--- config.mk ---
export PLATFORM = sky130hd
export DESIGN_NAME = reset_sequencer
export DESIGN_NICKNAME = d
export VERILOG_FILES = /design/src/rtl/reset_sequencer.sv
export SDC_FILE = /design/constraint.sdc
export NUM_CORES = 1
export LEC_CHECK = 0
export BUFFER_PORTS_ARGS = -buffer_cell sky130_fd_sc_hd__buf_2
export CORE_MARGIN = 2
export CORE_UTILIZATION = 50
export DETAILED_ROUTE_END_ITERATION = 16
export GPL_ROUTABILITY_DRIVEN = 0
export PLACE_DENSITY = 0.81
export SYNTH_ARGS = -nofsm -noshare
export SYNTH_HDL_FRONTEND = slang
export SYNTH_SLANG_ARGS = --single-unit
--- constraint.sdc ---
create_clock -name clk_i -period 2.3 [get_ports clk_i]
set_input_delay 0.46 -clock clk_i [delete_from_list [all_inputs] [get_ports clk_i]]
set_output_delay 0.46 -clock clk_i [all_outputs]
set_load 0.01 [all_outputs]
--- src/rtl/reset_sequencer.sv ---
// Staged reset release: hold all domains for STRETCH_CYCLES, then free them one by one every GAP_CYCLES.
// Latency: all outputs registered, so each change appears one edge after its cause; sw requests are honoured only in RUN.
module reset_sequencer #(
    parameter int NUM_DOMAINS    = 3,
    parameter int STRETCH_CYCLES = 16,
    parameter int GAP_CYCLES     = 4
) (
    input  logic                   clk_i,
    input  logic                   rst_i,
    input  logic                   sw_rst_req_i,
    output logic                   sw_rst_ack_o,
    output logic [NUM_DOMAINS-1:0] domain_rst_o,
    output logic                   ready_o,
    output logic [1:0]             state_o
);

    localparam int MAX_CYC = (STRETCH_CYCLES > GAP_CYCLES) ? STRETCH_CYCLES : GAP_CYCLES;
    localparam int CNT_W   = $clog2(MAX_CYC + 1);
    localparam int IDX_W   = $clog2(NUM_DOMAINS) + 1;
    localparam logic [CNT_W-1:0] STRETCH_LAST = CNT_W'(STRETCH_CYCLES - 1);
    localparam logic [CNT_W-1:0] GAP_LAST     = CNT_W'(GAP_CYCLES - 1);
    localparam logic [IDX_W-1:0] LAST_IDX     = IDX_W'(NUM_DOMAINS - 1);
    localparam bit               SINGLE       = (NUM_DOMAINS == 1);

    typedef enum logic [1:0] {
        ST_ASSERT  = 2'b00,
        ST_RELEASE = 2'b01,
        ST_RUN     = 2'b10
    } state_t;

    state_t                 r_state, w_state_nxt;
    logic [CNT_W-1:0]       r_cnt, w_cnt_nxt;
    logic [IDX_W-1:0]       r_idx, w_idx_nxt;
    logic [NUM_DOMAINS-1:0] r_dom, w_dom_nxt;
    logic                   r_ready, w_ready_nxt;
    logic                   r_ack, w_ack_nxt;
    logic                   w_clr_en;
    logic [IDX_W-1:0]       w_clr_idx;
    logic                   w_stretch_done, w_gap_done, w_last;

    assign w_stretch_done = (r_cnt == STRETCH_LAST);
    assign w_gap_done     = (r_cnt == GAP_LAST);
    assign w_last         = (r_idx == LAST_IDX);

    always_ff @(posedge clk_i) begin
        if (rst_i) begin
            r_state <= ST_ASSERT;
            r_cnt   <= '0;
            r_idx   <= '0;
            r_dom   <= '1;
            r_ready <= 1'b0;
            r_ack   <= 1'b0;
        end else begin
            r_state <= w_state_nxt;
            r_cnt   <= w_cnt_nxt;
            r_idx   <= w_idx_nxt;
            r_dom   <= w_dom_nxt;
            r_ready <= w_ready_nxt;
            r_ack   <= w_ack_nxt;
        end
    end

    always_comb begin
        w_state_nxt = r_state;
        case (r_state)
            ST_ASSERT:  if (w_stretch_done) w_state_nxt = SINGLE ? ST_RUN : ST_RELEASE;
            ST_RELEASE: if (w_gap_done && w_last) w_state_nxt = ST_RUN;
            ST_RUN:     if (sw_rst_req_i) w_state_nxt = ST_ASSERT;
            default:    w_state_nxt = ST_ASSERT;
        endcase
    end

    // Counter, index and outputs; clearing is applied as a prefix mask so the
    // reset vector can only ever shrink towards a thermometer of high bits.
    always_comb begin
        w_cnt_nxt   = r_cnt;
        w_idx_nxt   = r_idx;
        w_dom_nxt   = r_dom;
        w_ready_nxt = r_ready;
        w_ack_nxt   = 1'b0;
        w_clr_en    = 1'b0;
        w_clr_idx   = '0;
        case (r_state)
            ST_ASSERT: begin
                w_dom_nxt = '1;
                w_cnt_nxt = r_cnt + CNT_W'(1);
                if (w_stretch_done) begin
                    w_cnt_nxt   = '0;
                    w_idx_nxt   = IDX_W'(1);
                    w_clr_en    = 1'b1;
                    w_ready_nxt = SINGLE;
                end
            end
            ST_RELEASE: begin
                w_cnt_nxt = r_cnt + CNT_W'(1);
                if (w_gap_done) begin
                    w_cnt_nxt   = '0;
                    w_idx_nxt   = r_idx + IDX_W'(1);
                    w_clr_en    = 1'b1;
                    w_clr_idx   = r_idx;
                    w_ready_nxt = w_last;
                end
            end
            ST_RUN: begin
                if (sw_rst_req_i) begin
                    w_dom_nxt   = '1;
                    w_ready_nxt = 1'b0;
                    w_ack_nxt   = 1'b1;
                    w_cnt_nxt   = '0;
                    w_idx_nxt   = '0;
                end
            end
            default: begin
                w_dom_nxt   = '1;
                w_cnt_nxt   = '0;
                w_idx_nxt   = '0;
                w_ready_nxt = 1'b0;
            end
        endcase
        for (int k = 0; k < NUM_DOMAINS; k++) begin
            if (w_clr_en && (k <= int'(w_clr_idx))) w_dom_nxt[k] = 1'b0;
        end
    end

    assign sw_rst_ack_o = r_ack;
    assign domain_rst_o = r_dom;
    assign ready_o      = r_ready;
    assign state_o      = r_state;

endmodule

[Yosys cells after proc, flatten, opt, wreduce, memory -nomap -nowiden]
Index checks and enable logic that the tools add are counted.
W data, S select, Z words.
Operators by class
  add/subtract/negate cells: 2
  magnitude comparators: 2
  equal/unequal tests: 15
  muxes and demuxes: 27
  bitwise gates (word level): 1
  reductions and logical operators: 10
Operators by type and width (count)
  $mux W3: 6
  $mux W5: 3
  $pmux W5 S3: 1
  $ne A2 B2 Y1 const B: 7
  $mux W1: 9
  $ne A3 B3 Y1 const B: 3
  $pmux W3 S3: 1
  $mux W2: 3
  $pmux W2 S3: 1
  $pmux W3 S2: 1
  $reduce_and A2 Y1: 3
  $reduce_and A3 Y1: 2
  $add A5 B1 Y5 const B: 1
  $eq A5 B2 Y1 const B: 1
  $eq A5 B4 Y1 const B: 1
  $add A3 B1 Y3 const B: 1
  $eq A3 B2 Y1 const B: 1
  $le A1 B3 Y1 const A: 1
  $le A2 B3 Y1 const A: 1
  $logic_and A1 B1 Y1: 3
  $pmux W1 S3: 1
  $eq A2 B1 Y1 const B: 1
  $eq A2 B2 Y1 const B: 1
  $logic_not A2 Y1: 1
  other kinds (3): 3
Storage, ports and cells
  register bits: 15
  input port bits: 3
  output and inout port bits: 7
  logic and storage cells: 65

[Depth between registers and ports, before layout]
  depth after elaboration: 7
  depth in mapped cells: 7
  gate-level depth less buffers: 7

[Least setup slack after synthesis]
Ideal clock, no wire load.
  path type: register to register
  start: register r_cnt[0]
  end: register r_idx[2]
  library setup time: 132 ps
  arrival time: 1589 ps
  data required time: 2168 ps
  slack: 580 ps
  cell stages (with the launch flop): 8
  buffers on the path: 0
  clock period less this slack: 1720 ps
  cell sequence: dfxtp_1 ha_1 and3_1 ha_1 mux2_2 o221ai_1 xor2_1 nor3_1
Between the ends
  longest elaborated chain between the ends: 3
  elaborated cells between the ends (all ways): 5
  classes of those cells: eq/ne: 4; reduce/logical: 1
RTL lines
  start: declaration: line 32  | logic [CNT_W-1:0] r_cnt, w_cnt_nxt;
  start signal: assignment: line 55  | r_cnt <= w_cnt_nxt;
  $eq A5 B2 Y1 or $eq A5 B4 Y1 (tied branches): line 42, 41
  $ne A2 B2 Y1 (no line)
  $reduce_and A3 Y1 (no line) (*)
  end signal: assignment: line 56  | r_idx <= w_idx_nxt;
  end: declaration: line 33  | logic [IDX_W-1:0] r_idx, w_idx_nxt;
Mark *: on every way between the ends. The rest lies on a longest branch, timed or not.
A chain may end at the register's enable or synchronous reset.

[Worst setup path after layout]
  start: register r_cnt[0]
  end: register r_cnt[3]
Between the ends
  longest elaborated chain between the ends: 3
  elaborated cells between the ends (all ways): 6
  classes of those cells: add/sub: 1; eq/ne: 2; mux: 3
RTL lines
  $add A5 B1 Y5 (tied with other cells): line 86, 95
  $mux W5, on equally long branches: line 96, 87
  $pmux W5 S3 (*): line 83  | case (r_state)
Marks and branches as above.

==> reports/results.txt <==
dpl cells -> 108
Post-synth EDFFs -> 0
antenna diode instance count -> 0
Area Growth Syn to Fin -> 11.5%
Final Cycle Share -> 83.6%
hold buffers post-CTS -> 0
Async SR Flop Fraction -> 0%
core region area -> 1470 um2
MaxCap Viol Count -> 0
Post-Syn Area -> 764 um2
final-report max-slew violation count -> 0
status -> complete, no violations
HP Class -> reg2reg
Slew headroom -> 63.9%
post-CTS sizing -> 0
DRC -> 0
sw frac -> 22.9%
Worst-path clk slew -> 90 ps
H-tree depth -> 1
num ports -> 10
GRT overflow -> 0
CTS tree -> yes
Least-Margin Pin Slew -> 540 ps
Die Wd -> 43.1 um
Setup TNS Final -> 0 ps
Combinational Power Share -> 5.1%
critical path class -> reg2reg
Fin. Hold Viols -> 0
Pwr Density -> 521 nW/um2
Syn Nets -> 93
Syn Area/Cell -> 8.99 um2
share of post-route cells with drive strength above 1 -> 18.8%
gr usage total -> 17.8%
Starting DRT DRC Count -> 12
Synth top area share -> 39.3%
most frequent cells in the layout -> 15 x dfxtp_1, 10 x nor2_1, 9 x buf_2
Final min period -> 1920 ps
Clock Sinks -> 15
Distinct cells, synth -> 33
initial antenna violation count -> 0
Worst-Skew Late Latency -> 290 ps
WP data arrival -> 2150 ps
nets@finish -> 105
skew final -> 10.7 ps
dominant synthesized flop cell -> dfxtp_1
clock power share -> 34.4%
synthesized flop and latch total -> 15
Leak -> 0.000310 uW
commonest non-fill, non-tap cell in the layout -> dfxtp_1
post-synthesis cell count -> 85
CTS Buf Count -> 3
initial core utilization -> 52.0%
P_int -> 342 uW
synth top area cells -> dfxtp_1 39%, ha_1 8.2%, nor2_1 4.9%
fmax -> 520 MHz
unrepaired setup endpoints after global routing -> false
chip height -> 43.1 um
Seq pwr share -> 60.5%
crit end category -> flop
Die Area -> 1860 um2
final setup vio count -> 0
largest net degree at the start of global routing -> 17
drt via density -> 5.83
Peak VDD IR -> 0.383 mV
clock buffer depth -> 2
Finished Layout Cells -> 112
Crit Path Max Fanout -> 5
drt pass-1 iters -> 4
post-CTS setup buffer count -> 0
Critical Path RT -> 2520 ps
Final Core Density -> 57.9%
Sw Pwr -> 101 uW
wire per inst -> 13.8 um
first-pass GRT wire length -> 2.45 mm
register area share after synthesis -> 39.3%
HPWL Detailed -> 1.10 mm
Critical Path Start Type -> flop
Synth Warn # -> 0
# rows -> 14
Post-Route WL -> 1.54 mm
area leader, netlist -> dfxtp_1
Routed Antenna Nets -> 0
port buffer count -> 9
vias in the first global route -> 578
Root Buffer -> clkbuf_4
total power draw -> 444 uW
via count -> 653
-- layer usage --
metal  vias up  global-route usage (%)  routed length (um)
met5         -                       0                   0
met4         0                    9.70                  24
met3         5                    5.96                  54
met2         9                    27.5                 717
met1       309                    21.5                 743
li1        330                       -                   -
-- Yosys cell counts, types with 3 or more instances --
cell type / instances
a21oi_1: 4
clkbuf_1: 3
dfxtp_1: 15
ha_1: 5
inv_1: 5
nand2_1: 5
nand2b_1: 4
nor2_1: 10
nor3_1: 3
o22ai_1: 4
-- power groups by stage --
stage | Clock, uW | Sequential (uW) | Combinational (uW)
2_1_floorplan | 0 | 274 | 16.9
3_3_place_gp | 0 | 274 | 22.2
3_5_place_dp | 0 | 274 | 22.8
4_1_cts | 154 | 268 | 22.9
5_1_grt | 162 | 269 | 25.5
6_report | 153 | 268 | 22.5
-- logic make-up after synthesis --
family,after synthesis,share of synthesized area (%)
and+or+nand+nor,34,26.0
DFF,15,39.3
xor gates and xnor gates,2,2.29
AOI/OAI and AO/OA,19,17.5
buffers and inverters,8,3.93
muxes,2,2.78
adders and majority gates,5,8.18
-- worst paths after layout --
check,startpoint,endpoint,slack [ps],cells after the start
worst max-delay path,r_cnt[0]$_SDFFE_PP0P_,r_cnt[3]$_SDFFE_PP0P_,380,7
worst max register to register,r_cnt[0]$_SDFFE_PP0P_,r_cnt[3]$_SDFFE_PP0P_,380,7
worst min-delay path,ready_o$_SDFFE_PP0P_,ready_o$_SDFFE_PP0P_,470,2
worst min register to register,ready_o$_SDFFE_PP0P_,ready_o$_SDFFE_PP0P_,470,2
-- through the flow --
step	instance area [um2]	hold WS [ps]	setup WS, ps
after floorplan	764	481	580
after global placement	826	444	510
after detailed placement	826	450	390
after CTS	852	473	380
after global routing	852	493	260
final	852	473	377
-- state kept, by name, indices dropped and copies added (netlist names) --
| name | cells |
|---|---|
| domain_rst_o | 3 |
| r_cnt | 5 |
| r_idx | 3 |
| ready_o | 1 |
| state_o | 2 |
| sw_rst_ack_o | 1 |
-- worst max-delay path, stage by stage, from the launching register on --
cell,delay [ps]
dfxtp_1,340
ha_1,240
and3_1,220
ha_1,220
nor2b_1,190
a211oi_2,380
nand3_1,120
a31oi_1,160
-- cell type report --
type	count	area (um2)
sequential	15	300
fill	150	619
timing repair buffer	10	52.6
multi-input combinational	62	434
tap	16	20.0
inverter	5	18.8
clock buffer	4	26.3
(Power assumes the default switching activity.)
